==> config.mk <==
export PLATFORM = sky130hd
export DESIGN_NAME = phase_sequencer
export DESIGN_NICKNAME = d
export VERILOG_FILES = /design/src/rtl/simple_pkg.sv /design/src/rtl/stall_watchdog.sv /design/src/rtl/phase_sequencer.sv
export SDC_FILE = /design/constraint.sdc
export NUM_CORES = 1
export LEC_CHECK = 0
export ABC_CLOCK_PERIOD_IN_PS = 4600
export BUFFER_PORTS_ARGS = -buffer_cell sky130_fd_sc_hd__buf_2
export CORE_ASPECT_RATIO = 1.2
export CORE_MARGIN = 8
export CORE_UTILIZATION = 55
export DETAILED_ROUTE_END_ITERATION = 12
export PLACE_DENSITY = 0.83
export REMOVE_ABC_BUFFERS = 1
export SLEW_MARGIN = 5
export SYNTH_ARGS = -nofsm -noshare
export SYNTH_HDL_FRONTEND = slang
export SYNTH_SLANG_ARGS = --single-unit
==> constraint.sdc <==
create_clock -name clock -period 4.6 [get_ports clock]
set_clock_uncertainty 0.05 [all_clocks]
set_input_delay 0.46 -clock clock [delete_from_list [all_inputs] [get_ports clock]]
set_output_delay 0.46 -clock clock [all_outputs]
set_load 0.005 [all_outputs]
==> src/rtl/simple_pkg.sv <==
// Shared definitions for the SIMPLE CPU sequencer: run states, phase indices, LED patterns.
package simple_pkg;

    typedef enum logic [1:0] {
        IDLE   = 2'd0,
        RUN    = 2'd1,
        STEP   = 2'd2,
        HALTED = 2'd3
    } seq_state_e;

    localparam logic [2:0] P0 = 3'd0;
    localparam logic [2:0] P1 = 3'd1;
    localparam logic [2:0] P2 = 3'd2;
    localparam logic [2:0] P3 = 3'd3;
    localparam logic [2:0] P4 = 3'd4;

    localparam logic [7:0] LED_RUN  = 8'hFF;
    localparam logic [7:0] LED_HALT = 8'h81;
    localparam logic [7:0] LED_IDLE = 8'h00;

    function automatic logic [4:0] phase_onehot(input logic [2:0] p);
        phase_onehot = 5'b00001 << p;
    endfunction

endpackage

==> src/rtl/stall_watchdog.sv <==
// Counts consecutive memory-stall cycles; expired marks STALL_MAX stalls already taken.
module stall_watchdog
    import simple_pkg::*;
#(
    parameter int unsigned STALL_MAX = 255
) (
    input  logic clock,
    input  logic reset,
    input  logic count_en,
    input  logic clear,
    output logic expired
);

    localparam int unsigned W = (STALL_MAX < 1) ? 1 : $clog2(STALL_MAX + 1);

    logic [W-1:0] cnt_q, cnt_d;

    assign expired = (cnt_q == W'(STALL_MAX));

    // Saturates at STALL_MAX so a late clear cannot see a wrapped value.
    always_comb begin
        cnt_d = cnt_q;
        if (clear) begin
            cnt_d = '0;
        end else if (count_en && !expired) begin
            cnt_d = cnt_q + 1'b1;
        end
    end

    always_ff @(posedge clock) begin
        if (reset) begin
            cnt_q <= '0;
        end else begin
            cnt_q <= cnt_d;
        end
    end

endmodule

==> src/rtl/phase_sequencer.sv <==
// Five-phase instruction scheduler with run/step/halt control and a completed-instruction counter.
// Optional stall timeout enabled by defining PHASE_SEQ_STALL_TIMEOUT_EN.
module phase_sequencer
    import simple_pkg::*;
#(
    parameter int unsigned CNT_W     = 16,
    parameter int unsigned STALL_MAX = 255
) (
    input  logic             clock,
    input  logic             reset,
    input  logic             run_req,
    input  logic             step_req,
    input  logic             halt_in,
    input  logic             mem_busy,
    output logic [4:0]       phase_en,
    output logic [2:0]       phase,
    output logic             running,
    output logic             halted,
    output logic             fault,
    output logic [CNT_W-1:0] instr_count,
    output logic [7:0]       status_led
);

    seq_state_e       state_q, state_d;
    logic [2:0]       phase_q, phase_d;
    logic             stop_pend_q, stop_pend_d;
    logic             halt_pend_q, halt_pend_d;
    logic [CNT_W-1:0] count_q, count_d;
    logic [4:0]       phase_en_q, phase_en_d;
    logic             running_q, running_d;
    logic             halted_q, halted_d;
    logic [7:0]       led_q, led_d;
    logic             stall_expired;
    logic             executing;
    logic             halt_seen;
    logic             stop_seen;

    assign executing = (state_q == RUN) || (state_q == STEP);

`ifdef PHASE_SEQ_STALL_TIMEOUT_EN
    logic fault_q, fault_d;
    logic stall_count_en;

    assign stall_count_en = executing && (phase_q == P3) && mem_busy;

    stall_watchdog #(
        .STALL_MAX(STALL_MAX)
    ) u_stall_watchdog (
        .clock   (clock),
        .reset   (reset),
        .count_en(stall_count_en),
        .clear   (!stall_count_en),
        .expired (stall_expired)
    );

    assign fault = fault_q;
`else
    assign stall_expired = 1'b0;
    assign fault         = 1'b0;
`endif

    always_comb begin
        state_d     = state_q;
        phase_d     = phase_q;
        stop_pend_d = stop_pend_q;
        halt_pend_d = halt_pend_q;
        count_d     = count_q;
`ifdef PHASE_SEQ_STALL_TIMEOUT_EN
        fault_d     = fault_q;
`endif
        // Current-cycle requests count toward the instruction in flight, including in P4.
        halt_seen = halt_pend_q || halt_in;
        stop_seen = stop_pend_q || ((state_q == RUN) && run_req);

        case (state_q)
            IDLE: begin
                phase_d = P0;
                if (run_req) begin
                    state_d = RUN;
                end else if (step_req) begin
                    state_d = STEP;
                end
            end
            RUN, STEP: begin
                halt_pend_d = halt_seen;
                stop_pend_d = stop_seen;
                if (phase_q == P3) begin
                    if (!mem_busy) begin
                        phase_d = P4;
                    end else if (stall_expired) begin
                        state_d     = HALTED;
                        phase_d     = P0;
                        halt_pend_d = 1'b0;
                        stop_pend_d = 1'b0;
`ifdef PHASE_SEQ_STALL_TIMEOUT_EN
                        fault_d     = 1'b1;
`endif
                    end
                end else if (phase_q == P4) begin
                    count_d     = count_q + 1'b1;
                    phase_d     = P0;
                    halt_pend_d = 1'b0;
                    stop_pend_d = 1'b0;
                    if (halt_seen) begin
                        state_d = HALTED;
                    end else if ((state_q == STEP) || stop_seen) begin
                        state_d = IDLE;
                    end
                end else begin
                    phase_d = phase_q + 3'd1;
                end
            end
            default: begin
                phase_d = P0;
            end
        endcase

        // Outputs are registered from the next-state values so they align with the phase.
        running_d  = (state_d == RUN) || (state_d == STEP);
        halted_d   = (state_d == HALTED);
        phase_en_d = running_d ? phase_onehot(phase_d) : 5'b00000;
        if (running_d) begin
            led_d = LED_RUN;
        end else if (halted_d) begin
            led_d = LED_HALT;
        end else begin
            led_d = LED_IDLE;
        end
    end

    always_ff @(posedge clock) begin
        if (reset) begin
            state_q     <= IDLE;
            phase_q     <= P0;
            stop_pend_q <= 1'b0;
            halt_pend_q <= 1'b0;
            count_q     <= '0;
            phase_en_q  <= '0;
            running_q   <= 1'b0;
            halted_q    <= 1'b0;
            led_q       <= LED_IDLE;
`ifdef PHASE_SEQ_STALL_TIMEOUT_EN
            fault_q     <= 1'b0;
`endif
        end else begin
            state_q     <= state_d;
            phase_q     <= phase_d;
            stop_pend_q <= stop_pend_d;
            halt_pend_q <= halt_pend_d;
            count_q     <= count_d;
            phase_en_q  <= phase_en_d;
            running_q   <= running_d;
            halted_q    <= halted_d;
            led_q       <= led_d;
`ifdef PHASE_SEQ_STALL_TIMEOUT_EN
            fault_q     <= fault_d;
`endif
        end
    end

    assign phase_en    = phase_en_q;
    assign phase       = phase_q;
    assign running     = running_q;
    assign halted      = halted_q;
    assign instr_count = count_q;
    assign status_led  = led_q;

endmodule

==> key figures <==
Power and ir drop
  – Leakage: roughly 0.8 nW
  – Peak VDD IR: 233 µV
  – Cell Pwr Density: 301 mW/mm²
  – Total power: ~0.0005 W

Global route
  – Total gr overflow: 0
  – Vias in the first global route: 1247
  – Wire length of the first global-routing pass: 5400 µm
  – Initial antenna violation count: 0
  – Pin count of the biggest net entering global routing: 27
  – Overall routing resource usage: 0.146

Finish
  – Filler instances: 238
  – Commonest cells after routing, fill and taps aside: buf_2, dfxtp_1, nor2_1
  – Post-route cell area: ~0.0017 mm²
  – P&R area growth vs syn: 13.6%
  – Nets: ~220
  – Share of layout cells above drive strength 1: 0.246
  – Ant diodes: 0
  – Commonest non-fill, non-tap cell in the layout: buf_2

Detailed routing
  – Vias/cell: 5.45
  – Routed vias: between 1000 and 1500
  – DRC Markers: 0
  – Initial DRC Count: 38
  – DRT antenna net count: 0
  – Drt first pass iters: 4
  – Detailed-route wire length: 3370 µm
  – Per-cell routed wire length: 14.3 µm

Clocking
  – CTS tree: done
  – H-tree depth: 2
  – Worst skew pair latency: 330 ps
  – Root Driver: clkbuf_4
  – CTS Hold Bufs: 0
  – Clock slew seen by the registers of the worst setup and hold paths: 90 ps
  – Post-CTS setup buffers: 0
  – CTS buffer count: 5
  – CTS resizes: 0
  – Clk buf depth: 2
  – Num Clock Sinks: 31

Synthesis
  – Register area share after synthesis: 0.416
  – Yosys cell types: 35
  – Post-synthesis cell area: 0.00149 mm²
  – Avg Cell Area, Syn: 8.77 µm²
  – FF+latch count, synth: 31
  – Mapped Cells: 170
  – Yosys warning count: 0

Floorplan
  – I/O pins: 41
  – Die H: about 73 µm
  – Initial cell density of the core: 0.584
  – Standard-cell rows: 20
  – Full die area: 0.00464 mm²
  – Die X: 63.5 µm
  – Core area: 0.00255 mm²

Place
  – I/O Buffers: 39
  – Post-DP HPWL: 2550 µm
  – Pre-CTS setup slack: 1910 ps
  – RD Place Congestion: 0.824
  – Area of placed instances: 0.00164 mm²

Setup path
  – Critical path arrival: ~2900 ps
  – Worst setup SP type: flop
  – Cell Chain, Critical Path: inv_1 > ha_1 > or4_1 > a221oi_1 > ha_1 > nor2b_1 > nand2_1 > nor3_1
  – Max incr delay on CP: 590 ps
  – Crit-path slowest cell: or4_1
  – CP dominant cell by count: ha_1
  – Top delay family on crit path: simple AND/OR/NAND/NOR gates
  – Crit Path Class: reg2reg
  – CP Buf/Inv Count: 1
  – WP data required: 4800 ps
  – Crit. End Element: flop
  – Largest fanout on the critical path: 9

Timing
  – Worst Hold Margin: 380 ps
  – Crit share post-route: 0.594
  – Worst Slack Setup Final: 1870 ps
  – FMAX: between 0.3 and 0.4 GHz
  – Final Critical Period: 2730 ps
  – Hold Fails Final Rpt: 0
  – RSZ-0062 raised after global routing: false
  – Setup violators final: 0
  – Setup TNS: 0 ps
  – Max-slew violation count: 0

Flow run
  – # Max-Cap Violations: 0

Status
  – Status: completed

Worst hold path
  – Tightest Hold Check Type: in2reg
==> per-stage QoR <==
| stage | util | cells |
|---|---|---|
| after global placement | 0.643 | 228 |
| after global routing | 0.664 | 236 |
| final | 0.664 | 236 |
| after CTS | 0.664 | 236 |
| after detailed placement | 0.643 | 228 |
| after floorplan | - | 156 |
==> synthesized netlist by cell type <==
master | instances | area, µm²
nor3_1 | 4 | 20.0
or2_2 | 1 | 6.26
dfxtp_1 | 31 | 621
or3_1 | 3 | 18.8
ha_1 | 10 | 125
a31oi_1 | 1 | 6.26
nand4_1 | 5 | 31.3
nor4_1 | 2 | 12.5
o221ai_1 | 1 | 8.76
xnor2_1 | 4 | 35.0
nand3b_1 | 1 | 7.51
o21ai_0 | 4 | 20.0
clkbuf_1 | 3 | 11.3
buf_2 | 3 | 15.0
a221oi_1 | 1 | 8.76
nor2b_1 | 3 | 18.8
buf_4 | 8 | 60.1
and4b_2 | 1 | 11.3
and3b_1 | 1 | 8.76
o22ai_1 | 1 | 6.26
a211oi_1 | 3 | 22.5
o211a_1 | 1 | 10.0
o21a_1 | 1 | 7.51
nand3_1 | 5 | 25.0
inv_1 | 10 | 37.5
xor2_1 | 6 | 52.6
conb_1 | 1 | 3.75
a21oi_1 | 8 | 40.0
or4_1 | 4 | 30.0
nor2_1 | 24 | 90.1
and3_1 | 3 | 18.8
and4_1 | 2 | 17.5
nand2_1 | 10 | 37.5
nand4b_4 | 1 | 23.8
o31ai_1 | 3 | 22.5
==> sequential cells by signal, indices dropped and copies added (netlist names) <==
register     count
state_q          2
instr_count     16
halt_pend_q      1
phase_en         5
phase            3
stop_pend_q      1
halted           1
status_led       2
==> metal layers <==
layer / wire (µm) / global-route usage / vias to the layer above
met5: 0 / 0 / -
met4: 46 / 0.0769 / 0
met3: 207 / 0.0645 / 5
met2: 1750 / 0.261 / 26
met1: 1370 / 0.138 / 609
li1: - / - / 646
==> final cells by class <==
type / instances / area (µm²) / share of cell area
inverters: 10 / 37.5 / 0.0222
flip-flops and latches: 31 / 621 / 0.366
clock buffers: 5 / 37.5 / 0.0222
repair buffers: 39 / 195 / 0.115
clock inverters: 3 / 15.0 / 0.00886
well taps: 33 / 41.3 / 0.0244
multi-input cells: 115 / 747 / 0.441
==> cell families (layout without fill, tap and decap cells) <==
family                   after synthesis  after routing  share of synthesized area
AO/OA/AOI/OAI                         24             24                      0.102
adder cells (fa/ha/maj)               10             10                     0.0839
other                                  1              1                    0.00251
AND/OR/NAND/NOR                       70             70                      0.253
flip-flops                            31             31                      0.416
XOR/XNOR                              10             10                     0.0587
buffers and inverters                 24             57                     0.0831
==> worst min-delay path: stages <==
cell and delay, ps:
buf_2 90, a21oi_1 60, nor3_1 110
==> worst paths after layout <==
check                                from  depth (start not counted)                            to  slack (ps)
max                   phase[2]$_SDFF_PP0_                          8        phase_en[4]$_SDFF_PP0_        1870
min                               halt_in                          3      halt_pend_q$_SDFFE_PP0N_         380
max reg2reg           phase[2]$_SDFF_PP0_                          8        phase_en[4]$_SDFF_PP0_        1870
min reg2reg  instr_count[15]$_SDFFE_PP0P_                          2  instr_count[15]$_SDFFE_PP0P_         440
==> power breakdown <==
group | internal [W] | leakage [nW] | switching, W | total, W
Combinational | 0.0000316 | 0.524 | 0.0000422 | 0.0000738
Sequential | 0.000279 | 0.251 | 0.00000755 | 0.000287
Clock | 0.0000567 | 0.0347 | 0.0000930 | 0.000150
Total | 0.000367 | 0.810 | 0.000143 | 0.000510
Note: power is estimated with default switching activity, not from simulation.
